[config.mk]
export PLATFORM = sky130hd
export DESIGN_NAME = bank_sched_flat
export DESIGN_NICKNAME = d
export VERILOG_FILES = /design/src/rtl/bank_sched_pkg.sv /design/src/rtl/bank_sched_if.sv /design/src/rtl/bank_sched_tap3.sv /design/src/rtl/bank_sched.sv /design/src/flat_wrapper.sv
export SDC_FILE = /design/constraint.sdc
export NUM_CORES = 1
export LEC_CHECK = 0
export CAP_MARGIN = 40
export CORE_MARGIN = 4
export CORE_UTILIZATION = 32
export CTS_CLUSTER_SIZE = 12
export DETAILED_ROUTE_END_ITERATION = 10
export HOLD_SLACK_MARGIN = 0.02
export PLACE_DENSITY = 0.9
export RECOVER_POWER = 25
export SLEW_MARGIN = 20
export SYNTH_ARGS = -nofsm -noshare
export SYNTH_HDL_FRONTEND = slang
export SYNTH_SLANG_ARGS = --single-unit
[constraint.sdc]
create_clock -name i_CLK -period 2.51 [get_ports i_CLK]
set_clock_uncertainty 0.1 [all_clocks]
set_input_delay 0.753 -clock i_CLK [delete_from_list [all_inputs] [get_ports i_CLK]]
set_output_delay 0.753 -clock i_CLK [all_outputs]
set_load 0.02 [all_outputs]
[src/rtl/bank_sched_pkg.sv]
// ---------------------------------------------------------------------------
// bank_sched_pkg
//
// Shared definitions for the column-bank scheduler of the 2D convolution
// datapath.
//   N            number of convolvers; the scheduler owns N+2 column banks
//   BITS_DATA    width of one memory word
//   BITS_IMAGEN  width of one pixel fed to a convolver
//   NBANKS       bank count (N+2)
//   BANK_W       width of a bank index
//   sched_state_t  IDLE / LOAD / RUN / DONE
//   bank_add()   bank index arithmetic modulo the bank count
// ---------------------------------------------------------------------------
package bank_sched_pkg;

    localparam int N           = 2;
    localparam int BITS_DATA   = 13;
    localparam int BITS_IMAGEN = 8;
    localparam int NBANKS      = N + 2;
    localparam int BANK_W      = $clog2(NBANKS);

    typedef logic [BANK_W-1:0] bank_idx_t;

    typedef enum logic [1:0] {
        ST_IDLE,
        ST_LOAD,
        ST_RUN,
        ST_DONE
    } sched_state_t;

    // Every caller adds less than the bank count to an index that is
    // already in range, so a single conditional subtraction is enough to
    // bring the sum back into 0..nbanks-1.
    function automatic bank_idx_t bank_add(input bank_idx_t idx,
                                           input int        inc,
                                           input int        nbanks);
        int sum;
        sum = int'(idx) + inc;
        if (sum >= nbanks) begin
            sum = sum - nbanks;
        end
        return bank_idx_t'(sum);
    endfunction

endpackage

[src/rtl/bank_sched_if.sv]
// ---------------------------------------------------------------------------
// bank_sched_if
//
// Bundle between the control FSM / memory banks / convolvers and the
// bank scheduler.
//   i_load, i_sop, i_chblk, i_eop  FSM phase requests and pulses
//   i_wvalid, i_Data               image word written during LOAD
//   i_cvalid, i_DataConv           convolver results (conv k at slice k)
//   i_MemData                      bank read data (bank j at slice j)
//   o_we, o_MemData                per-bank write enable and write data
//   o_DataConv                     convolver pixels (conv k pixel i at 3k+i)
//   o_Data                         readback word in DONE
//   o_busy, o_done                 phase status
// master: the controller/memory side; slave: the scheduler itself.
// ---------------------------------------------------------------------------
interface bank_sched_if;
    import bank_sched_pkg::*;

    logic                             i_load;
    logic                             i_sop;
    logic                             i_chblk;
    logic                             i_eop;
    logic                             i_wvalid;
    logic [BITS_IMAGEN-1:0]           i_Data;
    logic                             i_cvalid;
    logic [N*BITS_DATA-1:0]           i_DataConv;
    logic [NBANKS*BITS_DATA-1:0]      i_MemData;
    logic [NBANKS-1:0]                o_we;
    logic [NBANKS*BITS_DATA-1:0]      o_MemData;
    logic [3*N*BITS_IMAGEN-1:0]       o_DataConv;
    logic [BITS_DATA-1:0]             o_Data;
    logic                             o_busy;
    logic                             o_done;

    modport master (
        output i_load, i_sop, i_chblk, i_eop,
        output i_wvalid, i_Data, i_cvalid, i_DataConv, i_MemData,
        input  o_we, o_MemData, o_DataConv, o_Data, o_busy, o_done
    );

    modport slave (
        input  i_load, i_sop, i_chblk, i_eop,
        input  i_wvalid, i_Data, i_cvalid, i_DataConv, i_MemData,
        output o_we, o_MemData, o_DataConv, o_Data, o_busy, o_done
    );

endinterface

[src/rtl/bank_sched_tap3.sv]
// ---------------------------------------------------------------------------
// bank_tap3
//
// Pixel tap for one convolver: picks the three consecutive banks starting
// at first_bank (wrapping around the bank ring) and keeps the low
// BITS_IMAGEN bits of each word.
//   mem_data    all bank read words, bank j at slice j
//   first_bank  bank feeding pixel 0
//   pixels      pixel i at slice i
// ---------------------------------------------------------------------------
module bank_tap3
    import bank_sched_pkg::*;
(
    input  logic [NBANKS*BITS_DATA-1:0] mem_data,
    input  bank_idx_t                   first_bank,
    output logic [3*BITS_IMAGEN-1:0]    pixels
);

    // Each pixel comes from the bank i places after first_bank; the bank
    // word is wider than a pixel, so only its low bits are forwarded.
    always_comb begin : tap_select
        bank_idx_t src;
        pixels = '0;
        src    = '0;
        for (int i = 0; i < 3; i++) begin
            src = bank_add(first_bank, i, NBANKS);
            pixels[i*BITS_IMAGEN +: BITS_IMAGEN] =
                mem_data[int'(src)*BITS_DATA +: BITS_IMAGEN];
        end
    end

endmodule

[src/rtl/bank_sched.sv]
// ---------------------------------------------------------------------------
// bank_sched
//
// Column-bank scheduler for the 2D convolution datapath. Owns the N+2
// column banks and decides each cycle which bank is written, which three
// banks feed every convolver and where convolver results are stored,
// using a rotating base pointer instead of ad-hoc bank selection.
//   i_CLK    clock, all state on the rising edge
//   i_reset  synchronous active-high reset; also blocks writes in the
//            cycle it is asserted
//   bus      bank_sched_if slave modport (FSM pulses, image and convolver
//            data in, bank write/readback and convolver pixels out)
//
// Phases:
//   IDLE  pointers held at 0, nothing written
//   LOAD  image words written to bank wptr; i_chblk moves to next bank
//   RUN   convolver k reads banks base+k..base+k+2 and writes its result
//         to bank base+k; i_chblk advances base by N
//   DONE  bank rptr is read back on o_Data; i_chblk moves to next bank
// Pulse priority is i_eop > i_sop > i_chblk.
// ---------------------------------------------------------------------------
module bank_sched
    import bank_sched_pkg::*;
(
    input  logic        i_CLK,
    input  logic        i_reset,
    bank_sched_if.slave bus
);

    sched_state_t state;
    sched_state_t state_nxt;
    bank_idx_t    base;
    bank_idx_t    base_nxt;
    bank_idx_t    wptr;
    bank_idx_t    wptr_nxt;
    bank_idx_t    rptr;
    bank_idx_t    rptr_nxt;
    logic         chblk_ok;

    logic [NBANKS-1:0]            we;
    logic [NBANKS*BITS_DATA-1:0]  mem_wdata;
    logic [3*N*BITS_IMAGEN-1:0]   conv_data;
    logic [BITS_DATA-1:0]         rd_data;
    logic [3*N*BITS_IMAGEN-1:0]   taps;

    // State and bank pointers are the only storage in the block.
    always_ff @(posedge i_CLK) begin
        if (i_reset) begin
            state <= ST_IDLE;
            base  <= '0;
            wptr  <= '0;
            rptr  <= '0;
        end else begin
            state <= state_nxt;
            base  <= base_nxt;
            wptr  <= wptr_nxt;
            rptr  <= rptr_nxt;
        end
    end

    // A change-block pulse only moves a pointer when no higher-priority
    // pulse arrives in the same cycle; in particular a final column done
    // together with end-of-processing leaves base where it was.
    assign chblk_ok = bus.i_chblk && !bus.i_eop && !bus.i_sop;

    // Phase sequencing and pointer updates.
    always_comb begin
        state_nxt = state;
        base_nxt  = base;
        wptr_nxt  = wptr;
        rptr_nxt  = rptr;
        case (state)
            ST_IDLE: begin
                base_nxt = '0;
                wptr_nxt = '0;
                rptr_nxt = '0;
                if (bus.i_load) begin
                    state_nxt = ST_LOAD;
                end
            end
            ST_LOAD: begin
                if (bus.i_sop) begin
                    state_nxt = ST_RUN;
                    base_nxt  = '0;
                end else if (chblk_ok) begin
                    wptr_nxt = bank_add(wptr, 1, NBANKS);
                end
            end
            ST_RUN: begin
                if (bus.i_eop) begin
                    state_nxt = ST_DONE;
                end else if (chblk_ok) begin
                    base_nxt = bank_add(base, N, NBANKS);
                end
            end
            ST_DONE: begin
                if (bus.i_load) begin
                    state_nxt = ST_LOAD;
                    wptr_nxt  = '0;
                end else if (chblk_ok) begin
                    rptr_nxt = bank_add(rptr, 1, NBANKS);
                end
            end
            default: begin
                state_nxt = ST_IDLE;
            end
        endcase
    end

    // One tap per convolver; convolver k window starts at bank base+k.
    generate
        for (genvar k = 0; k < N; k++) begin : g_tap
            bank_idx_t first_bank;
            assign first_bank = bank_add(base, k, NBANKS);
            bank_tap3 u_tap (
                .mem_data   (bus.i_MemData),
                .first_bank (first_bank),
                .pixels     (taps[3*k*BITS_IMAGEN +: 3*BITS_IMAGEN])
            );
        end
    endgenerate

    // Bank write path and readback are combinational so the memories can
    // capture the word on the same edge the scheduler decides to write it.
    // Slices not addressed in the current phase stay at zero. Reset forces
    // the write enables low immediately so an aborted run cannot corrupt a
    // bank on its way back to IDLE.
    always_comb begin : out_path
        bank_idx_t wbank;
        we        = '0;
        mem_wdata = '0;
        conv_data = '0;
        rd_data   = '0;
        wbank     = '0;
        case (state)
            ST_LOAD: begin
                mem_wdata[int'(wptr)*BITS_DATA +: BITS_DATA] =
                    BITS_DATA'(bus.i_Data);
                if (bus.i_wvalid) begin
                    we[wptr] = 1'b1;
                end
            end
            ST_RUN: begin
                conv_data = taps;
                for (int k = 0; k < N; k++) begin
                    wbank = bank_add(base, k, NBANKS);
                    mem_wdata[int'(wbank)*BITS_DATA +: BITS_DATA] =
                        bus.i_DataConv[k*BITS_DATA +: BITS_DATA];
                    if (bus.i_cvalid) begin
                        we[wbank] = 1'b1;
                    end
                end
            end
            ST_DONE: begin
                rd_data = bus.i_MemData[int'(rptr)*BITS_DATA +: BITS_DATA];
            end
            default: begin
            end
        endcase
        if (i_reset) begin
            we = '0;
        end
    end

    assign bus.o_we       = we;
    assign bus.o_MemData  = mem_wdata;
    assign bus.o_DataConv = conv_data;
    assign bus.o_Data     = rd_data;
    assign bus.o_busy     = (state == ST_LOAD) || (state == ST_RUN);
    assign bus.o_done     = (state == ST_DONE);

endmodule

[src/flat_wrapper.sv]
// flat-port wrapper written by rule: the top's interface ports become plain ports
module bank_sched_flat import bank_sched_pkg::*;
  (i_CLK, i_reset, bus_i_load, bus_i_sop, bus_i_chblk, bus_i_eop, bus_i_wvalid, bus_i_Data, bus_i_cvalid, bus_i_DataConv, bus_i_MemData, bus_o_we, bus_o_MemData, bus_o_DataConv, bus_o_Data, bus_o_busy, bus_o_done);
  bank_sched_if bus_i ();
  input  logic i_CLK;
  input  logic i_reset;
  input wire logic [$bits(bus_i.i_load)-1:0] bus_i_load;
  input wire logic [$bits(bus_i.i_sop)-1:0] bus_i_sop;
  input wire logic [$bits(bus_i.i_chblk)-1:0] bus_i_chblk;
  input wire logic [$bits(bus_i.i_eop)-1:0] bus_i_eop;
  input wire logic [$bits(bus_i.i_wvalid)-1:0] bus_i_wvalid;
  input wire logic [$bits(bus_i.i_Data)-1:0] bus_i_Data;
  input wire logic [$bits(bus_i.i_cvalid)-1:0] bus_i_cvalid;
  input wire logic [$bits(bus_i.i_DataConv)-1:0] bus_i_DataConv;
  input wire logic [$bits(bus_i.i_MemData)-1:0] bus_i_MemData;
  output wire logic [$bits(bus_i.o_we)-1:0] bus_o_we;
  output wire logic [$bits(bus_i.o_MemData)-1:0] bus_o_MemData;
  output wire logic [$bits(bus_i.o_DataConv)-1:0] bus_o_DataConv;
  output wire logic [$bits(bus_i.o_Data)-1:0] bus_o_Data;
  output wire logic [$bits(bus_i.o_busy)-1:0] bus_o_busy;
  output wire logic [$bits(bus_i.o_done)-1:0] bus_o_done;
  assign bus_i.i_load = bus_i_load;
  assign bus_i.i_sop = bus_i_sop;
  assign bus_i.i_chblk = bus_i_chblk;
  assign bus_i.i_eop = bus_i_eop;
  assign bus_i.i_wvalid = bus_i_wvalid;
  assign bus_i.i_Data = bus_i_Data;
  assign bus_i.i_cvalid = bus_i_cvalid;
  assign bus_i.i_DataConv = bus_i_DataConv;
  assign bus_i.i_MemData = bus_i_MemData;
  assign bus_o_we = bus_i.o_we;
  assign bus_o_MemData = bus_i.o_MemData;
  assign bus_o_DataConv = bus_i.o_DataConv;
  assign bus_o_Data = bus_i.o_Data;
  assign bus_o_busy = bus_i.o_busy;
  assign bus_o_done = bus_i.o_done;
  bank_sched u_core (.i_CLK(i_CLK), .i_reset(i_reset), .bus(bus_i));
endmodule
* Word-level counts from Yosys, hierarchy flattened
Index checks and enable logic that the tools add are counted.
** Storage, ports and cells
- Bits in registers :: 8
- Input bits :: 94
- Output and inout port bits :: 119
- Logic and storage cells :: 143
** Operators by class
- Mux-type cells :: 44
- Reductions and logical operators :: 17
- Equality and inequality tests :: 13
- Shifts and indexed selects :: 13
- Multipliers :: 10
- Bitwise gates (word level) :: 3
- $add $sub $neg :: 22
- Order comparisons :: 17
** Operator list (count)
- 52-bit by 7-bit indexed part select with 8-bit output :: 6
- 13-bit by 33-bit variable shift with 52-bit output, first input constant :: 3
- 13-bit by 33-bit indexed part select with 52-bit output :: 3
- 52-bit AND :: 2
- 52-bit case mux with 2 select lines :: 1
- 32-bit negation with 33-bit output :: 3
- 2-bit by 4-bit multiplier with 6-bit output, second input constant :: 10
- 52-bit bitwise mux :: 1
- 52-bit by 32-bit indexed part select with 13-bit output :: 1
- 2-bit 2-to-1 mux :: 24
- 48-bit 2-to-1 mux :: 1
- 3-bit greater-or-equal comparator, second input constant :: 8
- 2-bit by 1-bit subtractor with 2-bit output, second input constant :: 11
- 4-bit 2-to-1 mux :: 5
- 2-bit case mux with 3 select lines :: 3
- 2-bit by 1-bit adder with 3-bit output, second input constant :: 5
- 13-bit 2-to-1 mux :: 1
- 2-bit != test, second input constant :: 6
- 2-bit by 2-bit adder with 3-bit output, second input constant :: 3
- 2-bit by 3-bit greater-or-equal comparator with 1-bit output, second input constant :: 3
- 2-bit by 3-bit less-than comparator with 1-bit output, second input constant :: 3
- 2-bit by 1-bit != test with 1-bit output, second input constant :: 4
- 4-bit case mux with 2 select lines :: 1
- 4-bit AND reduction :: 2
- other kinds (15) :: 29

* Logic depth before layout (Yosys ltp)
- Depth after elaboration :: 13
- Gate-level depth with buffers :: 8

* Cells and area by module
Synthesis repeated with hierarchy kept, for this count alone.
** Unflattened totals
- Cell total of the unflattened synthesis :: 335
- Area, all modules :: 3250.6 um2
** By module, submodules not included
- bank_sched :: times used 1, area each 2004.4 um2, cells each 275, sequential area each 140.1 um2
- bank_tap3 (u_core.g_tap[1].u_tap) :: times used 1, area each 624.3 um2, cells each 30, sequential area each 0.0 um2
- bank_tap3 (u_core.g_tap[0].u_tap) :: times used 1, area each 621.8 um2, cells each 30, sequential area each 0.0 um2

* Worst setup path after synthesis
No wires, ideal clock.
- Path kind :: reg-to-output
- Start :: reg u_core.state[0]
- End :: out bus_o_MemData[22]
- Cell stages (with the launch flop) :: 7
- Arrival :: 1788 ps
- Slack :: -131 ps
- Cell sequence :: dfxtp_1 > inv_1 > ha_1 > clkbuf_1 > clkbuf_1 > nand2_1 > nor2_1
** On the way
- Cells in the longest elaborated chain, start to end :: 2
** RTL lines
- start, declared :: line bank_sched.sv:30 : sched_state_t state;
- start signal, assigned :: line bank_sched.sv:54 : state <= state_nxt;
- 2-bit equality test or 2-bit by 1-bit equality test with 1-bit output (tied branches) :: line bank_sched.sv:135 : case (state)
- 52-bit case mux with 2 select lines * :: line bank_sched.sv:135
- end, declared :: line flat_wrapper.sv:17 : output wire logic [$bits(bus_i.o_MemData)-1:0] bus_o_MemData;
Mark *: on every way between the ends. The rest lies on a longest branch, timed or not.

* Final worst setup path
- Start :: reg u_core.wptr[1]
- End :: out bus_o_MemData[2]
** On the way
- Cells in the longest elaborated chain, start to end :: 5
** RTL lines
- start, declared :: line bank_sched.sv:34 : bank_idx_t wptr;
- start signal, assigned :: line bank_sched.sv:56 : wptr <= wptr_nxt;
- 2-bit by 4-bit multiplier with 6-bit output * :: line bank_sched.sv:137 : mem_wdata[int'(wptr)*BITS_DATA +: BITS_DATA] =
- 32-bit negation with 33-bit output * :: line bank_sched.sv:137
- 13-bit by 33-bit indexed part select with 52-bit output or 13-bit by 33-bit variable shift with 52-bit output (tied branches) :: line bank_sched.sv:137
- 52-bit AND (no source line) *
- 52-bit case mux with 2 select lines * :: line bank_sched.sv:135
Marked as above.

==> results.toml <==
[synthesis]
synthTopCellsByCount = "76 x nor2b_1, 32 x mux2i_1, 21 x nor2_1"
synth_flop_cell = "dfxtp_1"
synthesis.area_um2 = 2350
synthTopCellsByArea = "nor2b_1 20%, mux2i_1 14%, mux4_2 12%"
synth_edf_count = 0
synth.net_count = 414
synth_seq_area_share_pct = 5.95
syn_inst = 309
ys_seq_elements = 7
async_flop_share_pct = 0
synth_cell_types = 35
syn_area_per_cell_um2 = 7.62
yosys.area.top_type = "nor2b_1"
yosysMostFrequentCell = "nor2b_1"
synth.top_cell.area_share_pct = 20.2
synth_warnings = 0

[place]
dpl.hpwl_um = 9410
io_buffers = 212
place_congestion = 0.969

[clocking]
clkLatencyLatePin_ns = 0.23
htreeDepth = 1
cts_sinks = 7
cts_buffer_depth = 2
cts_tree = "built"
clockRootBuffer = "clkbuf_8"
cts_made_buffers = 3
clkTransAtPathRegs_ns = 0.04

[pwr]
p_total_w = 0.00363
p_seq_share_pct = 4.6
p_comb_share_pct = 90.9
p_sw_share_pct = 48.7
intPower_w = 0.00187
p_switching_w = 0.00177
max-vdd-ir-drop_v = 0.000517
power_density_nw_per_um2 = 685
power.leakage_nw = 2.20
clock_power_share_pct = 4.5

[grt]
grt_max_degree = 34
gr-usage-all-layers_pct = 25.9
gr-total-overflow = 0
grt_antenna_before_repair = 0
grt_pass1_vias = 3430
grt_pass1_wl_um = 18200

[drt]
wl_um = 13500
vias_per_cell = 5.36
drc_errors = 0
drt_iter0_drc = 192
detail_route.wl_per_cell_um = 20.8
vias = 3494
drtPass1Iterations = 5
ant_nets = 0

[sta]
period_share_pct = 107
hold_viol = 0
slew_headroom_pct = 62.9
grt_setup_unrepaired = "yes"
finalSetupViolations = 31
tns_ns = -2.45
fmax_mhz = 372
fin_crit_ns = 2.69
layout_setup_ws_ns = -0.177
worst_pin_slew_ns = 0.556
drv_slew = 0

[die]
initial_utilization_pct = 32.6
core_um2 = 7210
chipHeight_um = 93.8
ios = 213
die_width_um = 93.8
die_area_um2 = 8790
rows = 31

[worst_setup_path]
path_class = "reg2out"
cp.arrival_ns = 1.83
worstPathMaxFanout = 8
endpoint_kind = "primary output"
cp.required_ns = 1.66
start_kind = "flip-flop"

[final_layout]
drive_gt1_share_pct = 69.6
diodes = 0
nets = 659
syn_to_final_growth_pct = 125

[status]
outcome = "complete, but fails checks"
violations = "setup timing"

[run]
max-cap-violations = 0

[hold_path]
min_path_type = "reg2reg"
[layer usage]
metal	up-vias	GRT usage (%)	part of all wire [%]
met1	1677	28.7	37
li1	1598	-	-
met3	42	5.05	6.7
met4	0	7.70	3.4
met5	-	0	0
met2	177	49.3	53
[layout make-up]
class	count	area [um2]
clock buffers	4	45.0
fillers	530	1910
inverters	6	28.8
multi-input cells	258	2590
flip-flops and latches	7	151
well taps	99	124
repair buffers	278	2370
[logic make-up after synthesis]
family / Yosys count / share of synthesized area, %
flops: 7 / 5.95
mux: 46 / 26.5
buf+inv: 44 / 8.98
simple gates: 153 / 37.5
fa+ha+maj: 11 / 5.85
compound gates: 48 / 15.2
[power by group through the flow]
stage / sequential [W] / clock, W / combinational (W)
after floorplan: 0.000147 / 0 / 0.00150
after global placement: 0.000145 / 0 / 0.00265
after detailed placement: 0.000147 / 0 / 0.00273
after CTS: 0.000168 / 0.000159 / 0.00287
after global routing: 0.000172 / 0.000174 / 0.00344
final: 0.000169 / 0.000164 / 0.00330
[stage by stage]
step	utilization (%)	setup slack, ns	cell area, um2	hold slack, ns	std cells
2_1_floorplan	-	-0.0449	2490	0.399	309
3_3_place_gp	70.5	-0.736	5080	0.510	641
3_5_place_dp	70.5	-0.750	5080	0.525	641
4_1_cts	69.5	-0.102	5010	0.536	648
5_1_grt	73.5	-0.222	5310	0.603	652
6_report	73.5	-0.177	5310	0.586	652
[what timing repair did]
action / 4_1_cts / 5_1_grt
pin swaps: 8 / 26
hold buffers: 0 / 0
setup endpoints to repair: 119 / 92
gates resized for setup: 715 / 164
cloned: 2 / 2
setup buffers: 1 / 2
[critical path: stages, from the launching register on]
cell,delay (ns)
dfxtp_2,0.35
inv_2,0.06
ha_4,0.27
nor4bb_4,0.32
buf_6,0.20
a22oi_1,0.08
nor2b_2,0.17
buf_6,0.14
[final timing paths]
kind	from	end	slack, ns	cells past startpoint
setup / recovery	u_core.wptr[1]	bus_o_MemData[2]	-0.18	7
hold reg to reg	u_core.wptr[1]	u_core.wptr[1]	0.59	3
hold / removal	u_core.wptr[1]	u_core.wptr[1]	0.59	3
setup reg to reg	u_core.state[0]	u_core.wptr[1]	0.60	6
[cell usage in the layout, fill, tap and decap left out, types with 3 or more instances in the layout]
master           synthesis  routed
a31oi_1                  4       4
clkbuf_8                 0       3
clkbuf_1                18       6
o21ai_0                  3       3
nand2b_1                 5       4
clkdlybuf4s15_2          0       7
nor2_4                   0       7
buf_4                    9      54
nor2b_1                 76      39
nand3_1                  8       8
inv_2                    0       3
nand2_2                  0       9
and2_4                   0      14
a32oi_2                  0      16
nand2_1                 15       4
mux2i_1                 32      30
clkdlybuf4s50_1          0      30
a22oi_1                 16       6
clkbuf_2                 0      29
mux4_2                  13      13
buf_12                   0       8
ha_4                     0       7
buf_6                    0      67
nor2b_2                  0      36
dlygate4sd2_1            0      11
a22oi_2                  0      10
nor2_2                   0      13
dfxtp_2                  0       3
buf_2                   10      62
[registers in the layout, summed over array words and instances (netlist names)]
| register | cells |
|---|---|
| u_core.state | 2 |
| u_core.rptr | 2 |
| u_core.wptr | 2 |
| u_core.base | 1 |
Power figures use the tool's default switching activity.
